`config.mk`:
```
export PLATFORM = sky130hd
export DESIGN_NAME = pointer_file
export DESIGN_NICKNAME = d
export VERILOG_FILES = /design/src/rtl/pointer_file.sv
export SDC_FILE = /design/constraint.sdc
export NUM_CORES = 1
export LEC_CHECK = 0
export ABC_AREA = 1
export CAP_MARGIN = 20
export CORE_UTILIZATION = 40
export CTS_BUF_LIST = sky130_fd_sc_hd__clkbuf_8
export CTS_CLUSTER_SIZE = 25
export DETAILED_ROUTE_END_ITERATION = 12
export REMOVE_ABC_BUFFERS = 1
export SLEW_MARGIN = 20
export SYNTH_ARGS = -nofsm -noshare
export SYNTH_HDL_FRONTEND = slang
export SYNTH_SLANG_ARGS = --single-unit
```
`constraint.sdc`:
```
create_clock -name clk -period 3 [get_ports clk]
set_clock_uncertainty 0.2 [all_clocks]
set_input_delay 0.6 -clock clk [delete_from_list [all_inputs] [get_ports clk]]
set_output_delay 0.6 -clock clk [all_outputs]
set_load 0.005 [all_outputs]
```
`src/rtl/pointer_file.sv`:
```
// Bank of NUM_PTRS address pointers, loaded byte-wise from the data bus, with one
// register-selected pointer acting as instruction pointer and any pointer usable as data pointer.
module pointer_file #(
    parameter int ADDR_WIDTH = 16,
    parameter int DATA_WIDTH = 8,
    parameter int NUM_PTRS   = 4,
    localparam int IDX_W     = $clog2(NUM_PTRS),
    localparam int NBYTES    = ADDR_WIDTH / DATA_WIDTH,
    localparam int BSEL_W    = (NBYTES > 1) ? $clog2(NBYTES) : 1
) (
    input  logic                  clk,
    input  logic                  rst,
    input  logic [DATA_WIDTH-1:0] di,
    input  logic                  we,
    input  logic [IDX_W-1:0]      w_idx,
    input  logic [BSEL_W-1:0]     w_byte,
    input  logic                  inc_ip,
    input  logic                  addr_dp,
    input  logic [IDX_W-1:0]      dp_idx,
    input  logic                  post_inc,
    input  logic                  set_ip,
    input  logic [IDX_W-1:0]      new_ip,
    input  logic                  clr_wrap,
    input  logic [IDX_W-1:0]      rd_idx,
    input  logic [BSEL_W-1:0]     rd_byte,
    output logic [ADDR_WIDTH-1:0] addr,
    output logic [DATA_WIDTH-1:0] data_out,
    output logic [IDX_W-1:0]      ip_idx,
    output logic                  ip_wrap
);

    logic [ADDR_WIDTH-1:0] ptr     [NUM_PTRS];
    logic [ADDR_WIDTH-1:0] ptr_nxt [NUM_PTRS];
    logic [ADDR_WIDTH-1:0] ip_val;
    logic [ADDR_WIDTH-1:0] rd_val;
    logic [IDX_W-1:0]      ip_nxt;
    logic                  wrap_nxt;
    logic                  lane_ok;

    function automatic logic [ADDR_WIDTH-1:0] ptr_inc(input logic [ADDR_WIDTH-1:0] v);
        return v + ADDR_WIDTH'(1);
    endfunction

    assign ip_val = ptr[ip_idx];
    assign rd_val = ptr[rd_idx];
    assign addr   = addr_dp ? ptr[dp_idx] : ip_val;

    // Lanes past the top byte read as zero and ignore writes.
    always_comb begin
        data_out = '0;
        lane_ok  = 1'b0;
        for (int b = 0; b < NBYTES; b++) begin
            if (rd_byte == BSEL_W'(b))
                data_out = rd_val[b*DATA_WIDTH +: DATA_WIDTH];
            if (w_byte == BSEL_W'(b))
                lane_ok = 1'b1;
        end
    end

    // All updates use pre-edge state; a byte write overrides any increment of the same
    // pointer, and IP/post increments landing on one pointer merge into a single +1.
    always_comb begin
        for (int i = 0; i < NUM_PTRS; i++) begin
            ptr_nxt[i] = ptr[i];
            if (we && lane_ok && (w_idx == IDX_W'(i))) begin
                for (int b = 0; b < NBYTES; b++) begin
                    if (w_byte == BSEL_W'(b))
                        ptr_nxt[i][b*DATA_WIDTH +: DATA_WIDTH] = di;
                end
            end else if ((inc_ip && (ip_idx == IDX_W'(i))) ||
                         (post_inc && addr_dp && (dp_idx == IDX_W'(i)))) begin
                ptr_nxt[i] = ptr_inc(ptr[i]);
            end
        end
    end

    // Wrap detection looks at the IP increment request, even if a write suppresses it.
    always_comb begin
        ip_nxt   = set_ip ? new_ip : ip_idx;
        wrap_nxt = ip_wrap;
        if (clr_wrap)
            wrap_nxt = 1'b0;
        if (inc_ip && (ip_val == {ADDR_WIDTH{1'b1}}))
            wrap_nxt = 1'b1;
    end

    always_ff @(posedge clk or posedge rst) begin
        if (rst) begin
            for (int i = 0; i < NUM_PTRS; i++)
                ptr[i] <= '0;
            ip_idx  <= '0;
            ip_wrap <= 1'b0;
        end else begin
            for (int i = 0; i < NUM_PTRS; i++)
                ptr[i] <= ptr_nxt[i];
            ip_idx  <= ip_nxt;
            ip_wrap <= wrap_nxt;
        end
    end

endmodule
```
==> results.md, run 1 <==
* Final hold slack at slightly below 0.3 ns
* Fillers at 1590
* Post-Syn Area at 6170 um2
* #FFs+latches synth at 67
* Cell variety after synth at 45
* CTS tree: built
* Minimum clock period at around 3 ns
* Setup tns final at 0 ns
* Min-Delay Path Class: reg -> reg
* Ys Warns at 0
* Avg Vias per Cell at 5.708
* CP Launch Type: register
* Largest net degree at the start of global routing at between 60 and 70
* Worst Max-Slew Pin Slew at between 0.5 and 0.6 ns
* Hold-fix buffers, CTS at 0
* DP Worst Slack at -0.4057 ns
* Post-route insts no fill at 1322
* VDD IR max at approximately 0.35 mV
* Placed Instance Area at a little over 7000 um2
* Hpwl dp at 20340 um
* First-pass GRT wire length at around 40000 um
* Synth area leaders: dfrtp_1, nand2_1, o21ai_0
* Core Util, Final at about half
* Initial DRT Pass Iterations at 6
* Share of cells above drive strength 1 at roughly 14%
* Dominant cell type by area after synthesis: dfrtp_1
* Final setup margin at 0.03624 ns
* CP endpoint kind: primary output
* Leakage at 3.862 nW
* Final slew viol count at 0
* Highest Clock Rate at 0.3374 GHz
* DRC viols at 0
* Initial detailed-routing violation count at 834
* Final Hold Fails at 0
* Tot Pwr at 5.191 mW
* Post-DR wirelength/cell at 19.96 um
* Crit Path Max Fanout at 6
* Tcrit/Tclk final at 98.79%
* Die area at 15930 um2
* Yosys top cell area share at 27.18%
* Bufs on Longest Clock Path at 2
* Final setup violation count at 0
* PD cells at approximately 670 nW/um2
* Initial Utilization at roughly 41%
* Max Cap Viol at 0
* Post-synthesis sequential area ratio at 27.18%
* Final instance area at 7695 um2
* # clock sinks at 67
* Post-route ant nets at 0
* Hold path cells at 2
* RSZ-0062 raised after global routing: false
* Clock transition at path regs at 0.08 ns
* Number of antenna repair diodes at 0
* Setup CP Type: reg -> out
* Final Net Count at 1159
* Root buffer cell: clkbuf_8
* H-tree levels at 3
* Tot GR Track Use at 33.53%
* Total grt overflow at 0
* Vias in the first global route at 6844
* Most common cell after layout, fill and taps aside: nand2_1
* Layout area overhead at 24.72%
* # port buffers at 52
* Height of the die at 126.2 um
* Final WL at 26390 um
* # IOs at between 50 and 60
* Antenna violations before repair at 0
* Status: finished, final reports clean
* Critical Path RT at 2.20 ns
* Slew margin rel. at 64.81%
* Core footprint at 15150 um2
* R2R cell count at 12
* Mapped Cells at 1027
* Final RePlAce weighted congestion at 0.9815
* CP arrival at 2.16 ns
* Vias at 7546
* TritonCTS buffer count at 9
* Worst skew pair latency at 0.37 ns
* Cell Rows at 45
* Die Wd at 126.2 um
* Post-Place Cells at 1286
* Commonest cells after routing, fill and taps aside: nand2_1, nor2_1, inv_1
* Syn Area/Cell at 6.007 um2
[where the power goes]
part / switching [mW] / internal, mW
logic: 1.59 / 0.971
registers: 0.677 / 1.23
clock network: 0.382 / 0.339
[path summary, 6_finish.rpt]
kind	startpoint	end	slack [ns]
worst max-delay path	ip_idx[0]$_DFFE_PP0P_	addr[12]	0.04
worst min-delay path	ip_wrap$_DFFE_PP0P_	ip_wrap$_DFFE_PP0P_	0.29
worst max register to register	ip_idx[0]$_DFFE_PP0P_	ptr[27]$_DFFE_PP0P_	0.87
worst min register to register	ip_wrap$_DFFE_PP0P_	ip_wrap$_DFFE_PP0P_	0.29
max in group asynchronous	rst	ptr[13]$_DFFE_PP0P_	1.86
min in group asynchronous	rst	ptr[21]$_DFFE_PP0P_	0.41
[layer usage]
metal  GRT usage [%]  up-vias  wire (um)
met5               0        -          0
met4           17.93        0       1353
met3           7.434       82       2679
met2           50.24      406      11220
met1           44.90     3440      11140
li1                -     3618          -
[state kept, by name, summed over array words and instances (netlist names)]
signal   cells
ip_wrap      1
ptr         64
ip_idx       2
[cell type report]
class	instances	area (um2)	area share [%]
multi-input combinational	795	3880	50.42
sequential	67	1679	21.82
timing repair buffer	126	1215	15.79
inverter	130	505.5	6.569
tap	188	235.2	3.057
clock buffer	11	151.4	1.967
clock inverter	5	28.78	0.3740
[critical path, stage by stage, from the launching register on]
cell and delay [ns]:
dfrtp_2 0.52, buf_12 0.17, nor2_8 0.05, buf_4 0.14
buf_4 0.14, a21oi_1 0.29, a31oi_1 0.19, dlygate4sd2_1 0.30
[cell usage after synthesis, drive strengths merged]
| cell | instances |
|---|---|
| nand2 | 279 |
| o22ai | 16 |
| nand3 | 75 |
| clkinv | 5 |
| ha | 4 |
| nor3b | 1 |
| o21bai | 2 |
| inv | 125 |
| nor3 | 15 |
| a21oi | 80 |
| or2 | 2 |
| clkbuf | 16 |
| o21ai | 121 |
| nand4 | 21 |
| o211ai | 3 |
| a221oi | 1 |
| a22oi | 12 |
| dfrtp | 67 |
| nor2 | 132 |
| nand3b | 1 |
| a31oi | 17 |
| buf | 19 |
| o2111ai | 1 |
| xor2 | 8 |
| a211oi | 1 |
| o31ai | 1 |
| nor4 | 1 |
| xnor2 | 1 |
[timing repair]
item | in CTS | in global routing
endpoints found under the setup margin | 24 | 20
pin swaps | 4 | 6
cloned | 0 | 1
hold endpoints to repair | 0 | 0
gates resized for setup | 37 | 28
setup buffers | 5 | 14
[kinds of logic after synthesis]
kind of cell	synth area share [%]
simple gates	36.95
compound gates	22.59
buf+inv	11.19
flops	27.18
xor+xnor	1.278
fa+ha+maj	0.8112
Power figures use the tool's default switching activity.
==> run 2, diff against run 1 <==
- CORE_UTILIZATION: 40 -> 55
- PLACE_DENSITY: default -> 0.76
==> results.md, run 2 (same netlist as run 1, synthesis figures left out) <==
* Share of cells above drive strength 1 at between 10% and 20%
* R2R cell count at 8
* Setup tns final at -0.08228 ns
* Tcrit/Tclk final at 102.7%
* R2R Path End: ptr[56]$_DFFE_PP0P_
* TritonCTS buffer count at 9
* First-pass GRT wire length at between 30000 and 40000 um
* Status: complete, but fails checks
* Most used cell, CP: nand2_1
* # IOs at 53
* Post-DR wirelength/cell at 20.03 um
* Core footprint at roughly 11000 um2
* Vias at a little under 8000
* Post-route ant nets at 0
* Reg2reg setup slack at 0.92 ns
* Total grt overflow at 0
* Clock Power Share at 15.4%
* Sw Ratio at 50.82%
* Most common cell after layout, fill and taps aside: nand2_1
* Hpwl dp at 19360 um
* DRC viols at 0
* Worst Max-Slew Pin Slew at roughly 0.52 ns
* VDD IR max at 0.5044 mV
* Number of antenna repair diodes at 0
* Final hold slack at 0.2887 ns
* Final Hold Fails at 0
* Vias in the first global route at 6772
* Die area at 11650 um2
* Bufs on Longest Clock Path at 2
* Initial Utilization at 56.67%
* Final RePlAce weighted congestion at 1.072
* Initial detailed-routing violation count at 966
* Sequential cell fraction of total power at 37.7%
* CP top delay family: buffers and inverters
* Core Util, Final at 68.42%
* Largest net degree at the start of global routing at 35
* # clock sinks at 67
* Root buffer cell: clkbuf_8
* Slew margin rel. at between 60% and 70%
* CP endpoint kind: primary output
* DP Worst Slack at -0.3748 ns
* Final WL at ~25000 um
* Critical Path RT at 2.20 ns
* Layout area overhead at 20.75%
* Highest Clock Rate at between 0.3 and 0.4 GHz
* CP arrival at ~2.3 ns
* Biggest regs: ptr x64, ip_idx x2, ip_wrap x1
* Critical path depth at 11
* Placed Instance Area at 7084 um2
* Final setup margin at -0.08228 ns
* Worst Hold Launch: ip_wrap$_DFFE_PP0P_
* Final Net Count at 1138
* Post-Place Cells at 1230
* Hold path cells at 2
* Minimum clock period at 3.082 ns
* Final instance area at about 7400 um2
* Hold-fix buffers, CTS at 0
* Height of the die at ~110 um
* Initial DRT Pass Iterations at 6
* Crit Path Max Fanout at 5
* Die Wd at around 110 um
* PD cells at around 690 nW/um2
* Clock transition at path regs at about 0.07 ns
* Avg Vias per Cell at about 6.2
* Commonest cells after routing, fill and taps aside: nand2_1, nor2_1, inv_1
* Largest reg by FF count: ptr
* Critical path's largest stage delay at 0.49 ns
* H-tree levels at 3
* RSZ-0062 raised after global routing: true
* Failing checks: setup timing
* CTS tree: built
* Critical-path top delay cell: clkdlybuf4s50_1
* Tot Pwr at roughly 5.1 mW
* Critical-path cell list: dlygate4sd2_1 -> buf_6 -> inv_1 -> nand2_2 -> inv_4 -> nand2_1 -> nand2_1 -> a21oi_1 -> a22oi_1 -> buf_4 -> clkdlybuf4s50_1
* Cell Rows at 38
* Worst skew pair latency at 0.38 ns
* WP buf/inv at 6
* Final setup violation count at 1
* Setup CP Type: in -> out
* Switching power of the nets at roughly 2.6 mW
* CP Launch Type: primary input
* Leakage at 3.755 nW
* Min-Delay Path Class: reg -> reg
* Hold EP: ip_wrap$_DFFE_PP0P_
* # port buffers at 52
* Tot GR Track Use at 44.48%
* Antenna violations before repair at 1
* Worst r2r src: ptr[49]$_DFFE_PP0P_
* Post-route insts no fill at 1253
* Int Pwr at approximately 2.5 mW
* Final slew viol count at 0
* Flip-flop count of the largest register after layout at 64
* Combinational power share at 46.9%
* Max Cap Viol at 0
run 2: cell types whose count changed in the layout (fill, tap and decap cells not counted), sizes merged, moves of 2 or more:
| cell | change |
|---|---|
| dlymetal6s2s | -2 |
| clkdlybuf4s15 | +2 |
| buf | -21 |
| dlygate4sd2 | +2 |
| clkdlybuf4s50 | -4 |
run 2: worst reg2reg max path, delay by kind of cell (launching register included):
kind	cells	cell delay [ns]
simple gates	4	0.71
compound gates	2	0.27
buf+inv	1	0.07
flops	1	0.50
fa+ha+maj	1	0.22
run 2: area by class of cell:
type	instances	area [um2]
Sequential cell	67	1680
Timing Repair Buffer	105	1001
Clock inverter	6	65.06
Clock buffer	10	137.6
Fill cell	1023	3438
Multi-Input combinational cell	795	3879
Tap cell	140	175.2
Inverter	130	511.7
run 2: metal layers:
layer | vias up | GRT usage, % | routed length [um]
met5 | - | 0 | 0
met4 | 0 | 25.44 | 1468
met3 | 106 | 13.50 | 3356
met2 | 523 | 63.51 | 10450
met1 | 3531 | 59.21 | 9820
li1 | 3578 | - | -
run 2: power by group through the flow:
stage	Clock, mW	Combinational (mW)	Sequential [mW]
4_1_cts	0.796	2.33	1.88
3_3_place_gp	0	2.29	1.89
6_report	0.793	2.41	1.94
2_1_floorplan	0	1.50	1.62
3_5_place_dp	0	2.33	1.89
5_1_grt	0.845	2.67	1.95
run 2: timing repair:
action | in CTS | in global routing
gates cloned | 0 | 1
resized for setup | 49 | 20
pin swaps | 3 | 3
hold endpoints to repair | 0 | 0
setup endpoints to repair | 24 | 13
buffers inserted | 2 | 4
run 2: worst max path at each step:
stage                         start                    end
final                     dp_idx[1]               addr[11]
after global routing      dp_idx[1]               addr[11]
after CTS                 dp_idx[1]               addr[11]
after detailed placement  dp_idx[0]               addr[11]
after global placement    dp_idx[0]               addr[11]
after floorplan                 rst  ip_idx[0]$_DFFE_PP0P_
